--- config.mk ---
export PLATFORM = sky130hd
export DESIGN_NAME = jkff_drive
export DESIGN_NICKNAME = d
export VERILOG_FILES = /design/src/rtl/jkff_drive.sv
export SDC_FILE = /design/constraint.sdc
export NUM_CORES = 1
export LEC_CHECK = 0
export ABC_CLOCK_PERIOD_IN_PS = 1400
export BUFFER_PORTS_ARGS = -buffer_cell sky130_fd_sc_hd__buf_4
export CORE_UTILIZATION = 45
export DETAILED_ROUTE_END_ITERATION = 8
export GPL_TIMING_DRIVEN = 1
export PLACE_DENSITY = 0.73
export SLEW_MARGIN = 10
export SYNTH_ARGS = -nofsm -noshare
export SYNTH_HDL_FRONTEND = slang
export SYNTH_SLANG_ARGS = --single-unit
export TNS_END_PERCENT = 5
--- constraint.sdc ---
create_clock -name clk -period 1.4 [get_ports clk]
set_input_delay 0.28 -clock clk [delete_from_list [all_inputs] [get_ports clk]]
set_output_delay 0.28 -clock clk [all_outputs]
set_load 0.01 [all_outputs]
--- src/rtl/jkff_drive.sv ---
// J/K excitation driver for a jkff bank: drive one cycle, check, retry.
// Define JKFF_DRIVE_TOGGLE_EN to excite changing bits with J=K=1.
module jkff_drive #(
  parameter int WIDTH     = 4,
  parameter int MAX_RETRY = 2
) (
  input  logic             clk,
  input  logic             cl,
  input  logic             tgt_valid,
  output logic             tgt_ready,
  input  logic [WIDTH-1:0] tgt,
  input  logic [WIDTH-1:0] q,
  output logic [WIDTH-1:0] j,
  output logic [WIDTH-1:0] k,
  output logic             done,
  output logic             err,
  output logic [7:0]       err_cnt
);

  typedef enum logic [1:0] {
    IDLE,
    DRIVE,
    CHECK
  } state_t;

  localparam logic [2:0] MAXR = 3'(MAX_RETRY);

  state_t           state, state_nx;
  logic [WIDTH-1:0] tgt_r, tgt_nx;
  logic [WIDTH-1:0] want;
  logic [WIDTH-1:0] j_nx, k_nx;
  logic [2:0]       rty, rty_nx;
  logic             drive;
  logic             done_nx, err_nx, rdy_nx;
  logic [7:0]       cnt_nx;

  always_comb begin
    state_nx = state;
    tgt_nx   = tgt_r;
    rty_nx   = rty;
    want     = tgt_r;
    drive    = 1'b0;
    done_nx  = 1'b0;
    err_nx   = 1'b0;
    cnt_nx   = err_cnt;
    j_nx     = '0;
    k_nx     = '0;
    unique case (state)
      IDLE: begin
        if (tgt_valid && tgt_ready) begin
          tgt_nx   = tgt;
          want     = tgt;
          rty_nx   = '0;
          drive    = 1'b1;
          state_nx = DRIVE;
        end
      end
      DRIVE: state_nx = CHECK;
      CHECK: begin
        if (q == tgt_r) begin
          done_nx  = 1'b1;
          state_nx = IDLE;
        end else if (rty < MAXR) begin
          rty_nx   = rty + 3'd1;
          drive    = 1'b1;
          state_nx = DRIVE;
        end else begin
          done_nx  = 1'b1;
          err_nx   = 1'b1;
          if (err_cnt != 8'hFF)
            cnt_nx = err_cnt + 8'd1;
          state_nx = IDLE;
        end
      end
      default: state_nx = IDLE;
    endcase
    // j/k are registered, so they are derived at the edge entering DRIVE
    if (drive) begin
`ifdef JKFF_DRIVE_TOGGLE_EN
      j_nx = want ^ q;
      k_nx = want ^ q;
`else
      j_nx = want & ~q;
      k_nx = ~want & q;
`endif
    end
    rdy_nx = (state_nx == IDLE);
  end

  always_ff @(posedge clk) begin
    if (cl) begin
      state     <= IDLE;
      tgt_r     <= '0;
      rty       <= '0;
      j         <= '0;
      k         <= '0;
      done      <= 1'b0;
      err       <= 1'b0;
      err_cnt   <= '0;
      tgt_ready <= 1'b0;
    end else begin
      state     <= state_nx;
      tgt_r     <= tgt_nx;
      rty       <= rty_nx;
      j         <= j_nx;
      k         <= k_nx;
      done      <= done_nx;
      err       <= err_nx;
      err_cnt   <= cnt_nx;
      tgt_ready <= rdy_nx;
    end
  end

endmodule

==> flow_metrics.env, run 1 <==
export IMPL_clock_latency_ns=0.32
export IMPL_nets=190
export IMPL_syn_area_per_cell_um2=9.58
export IMPL_skew_ns=0.00431
export IMPL_synth_main_ff_cell="dfxtp_1"
export IMPL_cts_max_level=1
export IMPL_gp_congestion=0.848
export IMPL_cp_arrival_ns=1.85
export IMPL_r2r_slack_ns=-0.18
export IMPL_port_buffers=29
export IMPL_die_area_um2=2740
export IMPL_dr_max_layer_used="met4"
export IMPL_overflow=0
export IMPL_cts_root_buf="clkbuf_4"
export IMPL_syn_num_nets=132
export IMPL_wl_met1_mm=1.47
export IMPL_initial_core_util=0.496
export IMPL_wl_mm=3.30
export IMPL_drc=0
export IMPL_die_h_um=52.3
export IMPL_crit_path_cell_trace="xnor2_2 > a41o_4 > or4_4 > a21oi_1"
export IMPL_cts_buffer_depth=2
export IMPL_avgViaCountPerCell=5.48
export IMPL_vias=1117
export IMPL_crit_path_end="err_cnt[3]"
export IMPL_drv_cap=0
export IMPL_grt_max_degree=17
export IMPL_tightest_slew_ns=0.287
export IMPL_final_area_um2=1860
export IMPL_hold_viol=0
export IMPL_violations="negative setup slack"
export IMPL_utilization=0.808
export IMPL_final_min_clock_period_ns=1.58
export IMPL_setup_ws_ns=-0.182
export IMPL_multi_input_area_um2=748
export IMPL_worst_path_stages=4
export IMPL_cp_slowest_cell="or4_4"
export IMPL_ys_async_sr_fraction=0
export IMPL_die_w_um=52.3
export IMPL_num_rows=17
export IMPL_first_global_vias=944
export IMPL_antenna_found_initial=0
export IMPL_met2WireLength_mm=1.63
export IMPL_detail_route_iter0_violations=27
export IMPL_layout_area_overhead_vs_synth_pct=62.9
export IMPL_cts_buffers=3
export IMPL_timing_final_crit_share=1.13
export IMPL_status="complete, but fails checks"
export IMPL_wl_met3_um=120
export IMPL_synth_edf_count=0
export IMPL_crit_type="reg -> reg"
export IMPL_setup_viol=11
export IMPL_r2r_start="tgt_r[3]"
export IMPL_crit_buf_inv=0
export IMPL_cts_tree="built"
export IMPL_synth_seq_cells=28
export IMPL_crit_start="tgt_r[3]"
export IMPL_ant_nets=0
export IMPL_core_um2=2300
export IMPL_antenna_cells=0
export IMPL_grt_total_usage=0.221
export IMPL_cts_clk_slew_worst_paths_ns=0.16
export IMPL_drive_above_1_share=0.580
export IMPL_ys_seq_area_frac=0.492
export IMPL_yosysWarnings=0
export IMPL_hpwl_mm=1.98
export IMPL_seqCellArea_um2=571
export IMPL_p_per_area_nw_per_um2=867
export IMPL_grt_pass1_wl_mm=4.40
export IMPL_cts_sinks=28
export IMPL_r2r_cells=4
export IMPL_clock_fmax_mhz=632
export IMPL_nFillCells=141
export IMPL_min_path_type="in -> reg"
export IMPL_endpoint_kind="flop"
export IMPL_rsz0062_at_grt="true"
export IMPL_dr_pass1_iters=4
export IMPL_crit_fanout=7
export IMPL_synthesis_area_um2=1140
export IMPL_start_kind="flop"
export IMPL_crit_family="simple AND/OR/NAND/NOR gates"
export IMPL_synthCells=119
export IMPL_final_setup_tns_ns=-1.29
export IMPL_ir_worst_vdd_uv=583
export IMPL_synthDistinctLibCells=33
export IMPL_reg2reg_to="err_cnt[3]"
export IMPL_place_area_um2=1550
export IMPL_wl_per_cell_um=16.2
export IMPL_cp_required_ns=1.67
export IMPL_slew_headroom=0.808
export IMPL_slowest_delay_ns=0.51
export IMPL_p_leak_uw=0.000755
export IMPL_pre_cts_ws_ns=-0.310
export IMPL_boundaryPins=30
export IMPL_drv_slew=0
-- through the flow --
stage	total power (uW)	instances	hold WS, ns
finish	1610	204	0.128
global route	1660	204	0.112
CTS	1560	199	0.130
detailed placement	1010	195	0.479
global placement	1000	195	0.472
floorplan	925	119	0.359
-- report_power, final --
part | internal, uW | switching, uW
registers | 818 | 17.5
clock network | 289 | 251
logic | 123 | 111
total | 1230 | 380
-- flip-flops by register name (all words and copies together), names as in the netlist --
signal and count:
err 1, state 2, k 4, tgt_r 4, tgt_ready 1, j 4, err_cnt 8, rty 3
done 1
-- worst min-delay path by stage --
stage / start / end / slack [ns] / cells past startpoint
2_1_floorplan: q[0] / j[0] / 0.36 / 1
3_5_place_dp: q[3] / j[3] / 0.48 / 2
5_1_grt: q[3] / j[3] / 0.11 / 2
4_1_cts: q[3] / j[3] / 0.13 / 2
3_3_place_gp: q[3] / j[3] / 0.47 / 2
6_report: q[3] / j[3] / 0.13 / 2
-- synthesized netlist by cell type (2+ instances only) --
| library cell | n | area share |
|---|---|---|
| a21oi_1 | 7 | 0.031 |
| mux2_2 | 4 | 0.040 |
| a41oi_1 | 2 | 0.015 |
| mux2i_1 | 4 | 0.035 |
| ha_1 | 2 | 0.022 |
| nor2b_1 | 5 | 0.027 |
| and3_1 | 3 | 0.016 |
| nor2_1 | 14 | 0.046 |
| dfxtp_1 | 28 | 0.49 |
| or3_1 | 3 | 0.016 |
| nor4_1 | 3 | 0.016 |
| a32oi_1 | 2 | 0.015 |
| inv_1 | 2 | 0.0066 |
| nand4_1 | 3 | 0.016 |
| o21ai_0 | 4 | 0.018 |
| nand3_1 | 2 | 0.0088 |
| nor3_1 | 8 | 0.035 |
| xnor2_1 | 4 | 0.031 |
| o211ai_1 | 2 | 0.013 |
| nand2_1 | 3 | 0.0099 |
| clkbuf_1 | 2 | 0.0066 |
-- logic make-up (layout without fill, tap and decap cells) --
logic type      Yosys count  in the layout  synth area share
simple gates             50             50             0.235
flops                    28             28             0.492
compound gates           20             20             0.115
mux                       8              8            0.0746
buf+inv                   7             64            0.0307
xor+xnor                  4              4            0.0307
fa+ha+maj                 2              2            0.0220
-- cell type report --
class | instances | share of cell area
multi-input combinational | 84 | 0.403
sequential | 28 | 0.307
timing repair buffer | 58 | 0.239
tap | 28 | 0.0189
clock inverter | 1 | 0.0162
clock buffer | 3 | 0.0121
inverter | 2 | 0.00404
-- what timing repair did --
item                                    CTS  global route
hold buffers                              0             0
resized for setup                        21            25
pin swaps                                 8             9
setup buffers                             0             5
endpoints found under the setup margin   15            18
-- cell usage in the layout (no fill, tap or decap), drive strengths merged, types with 3 or more instances in the layout --
cell type / n
buf: 58
dfxtp: 28
nor2: 14
nor3: 8
a21oi: 7
nor2b: 5
mux2i: 4
xnor2: 4
and3: 4
mux2: 4
o21ai: 4
nand2: 3
nand4: 3
clkbuf: 3
or3: 3
nor4: 3
-- layer usage --
layer | track usage | vias up
met5 | 0 | -
met3 | 0.0261 | 8
met4 | 0.0658 | 0
met2 | 0.350 | 42
met1 | 0.313 | 519
li1 | - | 548
Power figures use the tool's default switching activity.
==> inputs of run 2 (changes only) <==
- ABC_CLOCK_PERIOD_IN_PS: 1400 -> 1950
- CORE_UTILIZATION: 45 -> 54
- PLACE_DENSITY: 0.73 -> 0.81
- clock period: 1.4 -> 1.95 ns (I/O delays scaled with it)
==> run 2 against run 1 <==
Total power decreased by 33%. Critical endpoint is now err_cnt[7]. Sequential share of layout area increased by 8.0 points. Via count decreased by 11%. Flip-flop and latch count is the same. Setup slack improved by 0.46 ns. The run now ends clean. Combinational power down 57%. Utilization decreased by 7.8 points. Global-route usage down 0.85 points. Largest cell class is now sequential cells. Cell count down 13%. Count of clock-buffer cells in the layout is the same. Non-clock buffer count fell by 25. Clock power decreased by 29%.
==> flow_metrics.env, run 2 (synthesis results as in run 1) <==
export IMPL_status="complete, no violations"
export IMPL_crit_type="reg -> reg"
export IMPL_first_global_vias=790
export IMPL_slew_headroom=0.749
export IMPL_cts_hold_buf=0
export IMPL_rsz0062_at_grt="false"
export IMPL_crit_family="multiplexers"
export IMPL_p_per_area_nw_per_um2=748
export IMPL_drv_slew=0
export IMPL_wl_per_cell_um=12.8
export IMPL_die_w_um=47.9
export IMPL_gp_congestion=0.876
export IMPL_antenna_cells=0
export IMPL_tightest_slew_ns=0.368
export IMPL_cts_tree="built"
export IMPL_ant_nets=0
export IMPL_cts_sinks=28
export IMPL_cts_buffers=3
export IMPL_final_area_um2=1450
export IMPL_grt_pass1_wl_mm=3.33
export IMPL_final_setup_tns_ns=0
export IMPL_core_um2=1980
export IMPL_cp_arrival_ns=1.93
export IMPL_cts_buffer_depth=2
export IMPL_vias=992
export IMPL_cts_max_level=1
export IMPL_drv_cap=0
export IMPL_cp_slowest_cell="mux2_2"
export IMPL_p_total_uw=1080
export IMPL_regMostFlops="err_cnt"
export IMPL_overflow=0
export IMPL_p_leak_uw=0.000616
export IMPL_nFillCells=152
export IMPL_layout_area_overhead_vs_synth_pct=26.9
export IMPL_final_cell_mix="33 x buf_4, 28 x dfxtp_1, 14 x nor2_1, 8 x nor3_1, 7 x a21oi_1"
export IMPL_dr_pass1_iters=4
export IMPL_cts_resized=0
export IMPL_seqCellArea_um2=561
export IMPL_endpoint_kind="flop"
export IMPL_avgViaCountPerCell=5.57
export IMPL_r2r_cells=4
export IMPL_grt_total_usage=0.213
export IMPL_clock_fmax_mhz=597
export IMPL_placedCellCount=174
export IMPL_start_kind="flop"
export IMPL_hold_viol=0
export IMPL_ir_worst_vdd_uv=503
export IMPL_grt_max_degree=26
export IMPL_crit_path_cell_trace="xnor2_1 > a41o_1 > nor4_1 > mux2_2"
export IMPL_wl_mm=2.28
export IMPL_num_rows=16
export IMPL_utilization=0.730
export IMPL_multi_input_area_um2=544
export IMPL_detail_route_iter0_violations=14
export IMPL_final_min_clock_period_ns=1.68
export IMPL_worst_path_stages=4
export IMPL_cts_root_buf="clkbuf_4"
export IMPL_cts_clk_slew_worst_paths_ns=0.16
export IMPL_clock_latency_ns=0.34
export IMPL_boundaryPins=30
export IMPL_port_buffers=29
export IMPL_crit_buf_inv=0
export IMPL_worstHoldPathCells=2
export IMPL_nets=165
export IMPL_drc=0
export IMPL_crit_fanout=9
export IMPL_timing_final_crit_share=0.860
export IMPL_min_path_type="in -> reg"
export IMPL_r2r_slack_ns=0.27
export IMPL_hpwl_mm=1.69
export IMPL_cp_required_ns=2.21
export IMPL_mostFrequentLayoutCell="buf_4"
export IMPL_drive_above_1_share=0.278
export IMPL_largest_reg_flops=8
export IMPL_post_cts_buffers=0
export IMPL_slowest_delay_ns=0.37
export IMPL_place_area_um2=1390
export IMPL_antenna_found_initial=0
export IMPL_die_area_um2=2300
export IMPL_initial_core_util=0.575
export IMPL_setup_viol=0
export IMPL_skew_ns=0.0157
export IMPL_die_h_um=47.9
export IMPL_finalNonFillerCells=178
## run 2: cell types whose count changed in the layout (fill, tap and decap cells not counted), sizes merged
| cell | delta |
|---|---|
| buf | -25 |
## run 2: area by class of cell
cell class              instances  share of cell area
well taps                      27              0.0234
clock inverters                 1              0.0208
clock buffers                   3              0.0156
flip-flops and latches         28               0.388
multi-input cells              84               0.376
inverters                       2             0.00519
repair buffers                 33               0.171
## run 2: final timing paths
check,startpoint,to
worst min-delay path,q[2],j[2]
worst max-delay path,tgt_r[2],err_cnt[7]
worst min register to register,rty[0],rty[0]
worst max register to register,tgt_r[2],err_cnt[7]
## run 2: stage by stage
step                      setup WS [ns]  hold WS, ns
final                             0.274        0.203
after global routing              0.143        0.211
after CTS                         0.269        0.202
after detailed placement         0.0691        0.510
after global placement            0.152        0.490
after floorplan                   0.359        0.469
## run 2: where the power goes
part | total [uW] | switching, uW | internal (uW)
clock | 383 | 175 | 208
sequential | 596 | 9.31 | 587
combinational | 102 | 52.7 | 49.3
## run 2: routing by layer
layer  vias to the layer above  GRT usage  wire length [um]
met1                       469      0.258              1060
met5                         -          0                 0
li1                        496          -                 -
met4                         0      0.117                48
met3                         5     0.0340                85
met2                        22      0.357              1090
